**src/rtl/digit_addsub.sv**
```systemverilog
// digit_addsub: multi-cycle WIDTH-bit adder/subtractor. Each RUN cycle it
// handles DIGIT bits, LSB first, so the carry chain is only DIGIT bits long.
// Flags are the same as the single-cycle add/sub units: carry, signed
// overflow and zero.
module digit_addsub #(
  parameter int WIDTH = 32,
  parameter int DIGIT = 4
) (
  input  logic             clk,
  input  logic             rst,
  input  logic             in_valid,
  output logic             in_ready,
  input  logic [WIDTH-1:0] x,
  input  logic [WIDTH-1:0] y,
  input  logic             sub,
  output logic             out_valid,
  input  logic             out_ready,
  output logic [WIDTH-1:0] s,
  output logic             c,
  output logic             o,
  output logic             z,
  output logic             busy
);

  localparam int N  = WIDTH / DIGIT;
  localparam int CW = $clog2(N) + 1;

  // Reject illegal geometry at elaboration.
  if (WIDTH < 1 || DIGIT < 1 || DIGIT > WIDTH || (WIDTH % DIGIT) != 0) begin : g_bad_param
    $error("digit_addsub: need 1 <= DIGIT <= WIDTH and WIDTH %% DIGIT == 0");
  end

  typedef enum logic [1:0] {IDLE, RUN, DONE} state_t;

  state_t          state, state_nxt;
  logic [WIDTH-1:0] xr, yr, part;
  logic             carry;
  logic [CW-1:0]    cnt;
  logic [DIGIT:0]   dsum;
  logic [WIDTH-1:0] part_nxt;
  logic             last;
  logic             accept;

  // One digit add. The low bits of the operand shift registers always hold
  // the digit that is being worked on.
  assign dsum = {1'b0, xr[DIGIT-1:0]} + {1'b0, yr[DIGIT-1:0]} + {{DIGIT{1'b0}}, carry};

  // The new digit enters the partial sum from the top. After N shifts the
  // whole result is aligned. A wide shift also covers DIGIT == WIDTH.
  assign part_nxt = WIDTH'({dsum[DIGIT-1:0], part} >> DIGIT);

  assign last   = (cnt == CW'(N - 1));
  assign accept = (state == IDLE) && in_valid;

  // The handshake outputs come only from the registered state.
  assign in_ready  = (state == IDLE);
  assign out_valid = (state == DONE);
  assign busy      = (state != IDLE);

  // State register.
  always_ff @(posedge clk or posedge rst) begin
    if (rst) state <= IDLE;
    else     state <= state_nxt;
  end

  // Next-state logic.
  always_comb begin
    state_nxt = state;
    case (state)
      IDLE:    if (in_valid) state_nxt = RUN;
      RUN:     if (last) state_nxt = DONE;
      DONE:    if (out_ready) state_nxt = IDLE;
      default: state_nxt = IDLE;
    endcase
  end

  // Operand shift registers, carry, counter, partial sum and result registers.
  always_ff @(posedge clk or posedge rst) begin
    if (rst) begin
      xr    <= '0;
      yr    <= '0;
      part  <= '0;
      carry <= 1'b0;
      cnt   <= '0;
      s     <= '0;
      c     <= 1'b0;
      o     <= 1'b0;
      z     <= 1'b0;
    end else if (accept) begin
      xr    <= x;
      yr    <= y ^ {WIDTH{sub}};
      part  <= '0;
      carry <= sub;
      cnt   <= '0;
    end else if (state == RUN) begin
      xr    <= xr >> DIGIT;
      yr    <= yr >> DIGIT;
      part  <= part_nxt;
      carry <= dsum[DIGIT];
      cnt   <= cnt + 1'b1;
      if (last) begin
        // On the last digit, xr/yr hold the MSB digit. That gives the
        // sign bits needed for the overflow flag.
        s <= part_nxt;
        c <= dsum[DIGIT];
        o <= (xr[DIGIT-1] == yr[DIGIT-1]) && (dsum[DIGIT-1] != xr[DIGIT-1]);
        z <= ~|part_nxt;
      end
    end
  end

endmodule

```
**config.mk**
```make
export PLATFORM = sky130hd
export DESIGN_NAME = digit_addsub
export DESIGN_NICKNAME = d
export VERILOG_FILES = /design/src/rtl/digit_addsub.sv
export SDC_FILE = /design/constraint.sdc
export NUM_CORES = 1
export LEC_CHECK = 0
export ABC_AREA = 1
export CAP_MARGIN = 30
export CORE_ASPECT_RATIO = 0.9
export CORE_MARGIN = 5
export CORE_UTILIZATION = 25
export CTS_BUF_LIST = sky130_fd_sc_hd__clkbuf_8 sky130_fd_sc_hd__clkbuf_16
export DETAILED_ROUTE_END_ITERATION = 12
export MAX_ROUTING_LAYER = met4
export SYNTH_ARGS = -nofsm -noshare
export SYNTH_HDL_FRONTEND = slang
export SYNTH_SLANG_ARGS = --single-unit
```
**constraint.sdc**
```tcl
create_clock -name clk -period 5.3 [get_ports clk]
set_input_delay 1.06 -clock clk [delete_from_list [all_inputs] [get_ports clk]]
set_output_delay 1.06 -clock clk [all_outputs]
set_load 0.02 [all_outputs]
```
==> out/qor.yml <==
floorplanning:
  core_um2: 24100
  die_x_um: 175
  initial_utilization_pct: 25.3
  die-area_um2: 27600
  rows: 54
  die_y_um: 158
  ios: 107
clocking:
  cts_buffer_depth: 2
  clk_pin_slew_ns: 0.06
  cts_tree: "done"
  cts_buffers: 17
  clock-sinks: 134
  cts.htree.levels: 4
  clock-root-buffer: "clkbuf_16"
  clk_latency_ns: 0.42
  cts.hold.buffers_added: 0
  post_cts.repair.setup_buffers: 0
  post_cts_resized: 0
worst_setup_path:
  path_max_fanout: 4
  startpoint_type: "flop"
  cpMaxStageDelayCell: "clkdlybuf4s50_1"
  critPathTopFamily: "buffers and inverters"
  crit_path_end_kind: "primary output"
  r2r-start: "state[1]"
  worstPathArrival_ns: 1.68
  cp.required_ns: 4.24
  crit_path_start: "state[0]"
  criticalPathCategory: "flop to primary output"
  crit_path_max_incr_delay_ns: 0.63
  critPathBufInv: 1
  crit_chain: "nor2_2, clkdlybuf4s50_1"
final_layout:
  drive_above_1_share_pct: 7.54
  final_nets: 807
  antenna_cells: 0
  seqCellArea_um2: 3350
  fill_cells: 2496
  area_growth_pct: 31.1
  multi_input_area_um2: 2100
routing:
  route.detailed.drc: 0
  ant_nets: 0
  route.met2.wl_um: 6780
  routedWlPerCell_um: 14.1
  highest-signal-layer: "met4"
  drt_iter0_drc: 291
  via_count: 4615
  wl_met1_um: 7230
  via_per_inst: 4.39
  drt_pre_antenna_iters: 4
  wirelength_um: 14800
  route.met3.wl_um: 674
power:
  finalPower_mw: 4.87
  switching_share_pct: 38.0
  p_leak_nw: 3.57
  seqPwrFrac_pct: 33.8
  p_int_mw: 3.02
  p_per_area_nw_per_um2: 610
  pwr-share-comb_pct: 41.5
  p_switching_mw: 1.85
  p_clk_share_pct: 24.6
  ir_drop_v: 0.000269
sta:
  max-slew-margin-rel_pct: 39.4
  slew_violations: 0
  tns_ns: 0
  worst_slack_ns: 2.56
  hold_viol: 0
  finalSetupViolations: 0
  fin_crit_ns: 2.74
  skew_ns: 0.0105
  rsz0062_at_grt: "no"
  worstMarginPinSlew_ns: 0.909
  fin_crit_sh_pct: 51.7
  max_freq_mhz: 365
grt:
  grt_pass1_wl_um: 24400
  grt_pass1_vias: 4649
  antenna_found_initial: 0
  grt_max_degree: 96
  grt_remaining_overflow: 0
  grtUsageTotal_pct: 11.4
synth:
  yosysWarningCount: 0
  syn_nets: 716
  synthArstFlopShare_pct: 100
  ys_seq_elements: 134
  synth_area_leaders: "dfrtp_1, o21ai_0, inv_1"
  synth_cells: 641
  synthesis.area_um2: 6090
  synth_edf_count: 0
  ys_seq_area_share_pct: 55.1
  yosys_most_used_dff: "dfrtp_1"
  yosys.area.top_type: "dfrtp_1"
  yosysMostFrequentCell: "dfrtp_1"
  ys_top_cells_by_count: "dfrtp_1, inv_1, nand2_1"
  netlist.area_leader.share_pct: 55.1
  avgSynthCellArea_um2: 9.50
  ys_types: 33
hold_path:
  min_from: "s[22]"
  hold_class: "flop to flop"
run:
  maxCapViolations: 0
place:
  io_buffers: 106
  dp_slack_ns: 2.48
  routabilityCongestion: 0.753
  detailed_place_hpwl_um: 10000
run_status:
  status: "finished, final reports clean"
-- sequential cells by signal (all words and copies together), names as in the netlist --
register and flops:
xr 32, c 1, s 32, part 28, o 1, z 1
state 2, cnt 4, carry 1, yr 32
-- kinds of logic (layout without fill, tap and decap cells) --
| group | after synthesis | in the layout | share of synthesized area, % |
|---|---|---|---|
| buf+inv | 145 | 247 | 10.5 |
| simple gates | 138 | 138 | 9.37 |
| fa+ha+maj | 6 | 6 | 1.48 |
| compound gates | 189 | 189 | 19.4 |
| xor+xnor | 29 | 29 | 4.17 |
| flops | 134 | 134 | 55.1 |
-- layout by cell type, fill, tap and decap left out, types with 3 or more instances in the layout --
cell type,netlist,final
o22ai_2,10,10
dfrtp_1,134,134
o21ai_2,4,4
o21ai_1,26,26
o32ai_1,4,4
a21oi_1,3,3
o22ai_1,19,19
nand3_1,6,6
o221ai_1,25,25
xor2_1,29,29
o21ai_0,92,92
o211ai_1,3,3
bufinv_16,0,3
clkdlybuf4s50_1,0,105
inv_1,104,105
nor2_1,25,25
ha_1,4,4
clkbuf_16,0,17
clkbuf_8,0,3
nand2_1,99,99
-- power by group through the flow --
stage                     combinational [mW]  sequential, mW  clock, mW
after global routing                    2.31            1.70       1.27
after detailed placement                2.05            1.67          0
after floorplan                         1.31            1.76          0
after global placement                  1.97            1.66          0
final                                   2.02            1.65       1.20
after CTS                               2.06            1.65       1.23
-- path summary, 6_finish.rpt --
kind	endpoint	slack, ns	cells after the start
setup / recovery	in_ready	2.56	2
hold / removal	s[22]	0.48	2
setup reg to reg	cnt[1]	3.07	6
hold reg to reg	s[22]	0.48	2
max in group asynchronous	z	3.30	4
min in group asynchronous	s[0]	0.94	2
-- metrics by stage --
step	cells	utilization [%]	area, um2	hold slack [ns]
floorplan	641	-	6090	0.453
global placement	1018	30.3	7310	0.465
detailed placement	1021	30.6	7390	0.471
CTS	1051	33.1	7980	0.485
global route	1051	33.1	7980	0.497
finish	1051	33.1	7980	0.481
-- final cells by class --
cell class              instances  area share, %
flip-flops and latches        134           42.0
multi-input cells             362           26.3
repair buffers                111           14.4
clock buffers                  20           5.85
inverters                     106           5.05
well taps                     308           4.83
clock inverters                10           1.65
-- per-layer routing --
metal	vias to the layer above	global-route usage, %
li1	2290	-
met1	2209	15.3
met2	105	17.2
met3	11	2.84
met4	0	3.37
met5	-	-
-- worst reg2reg max path, stage by stage (launching register included) --
cell and delay (ns):
dfrtp_1 0.39, inv_1 0.13, nand2_4 0.25, buf_16 0.29, nand2_8 0.47, inv_1 0.33
a22o_1 0.24
No activity file was read; power rests on OpenSTA's default activity.
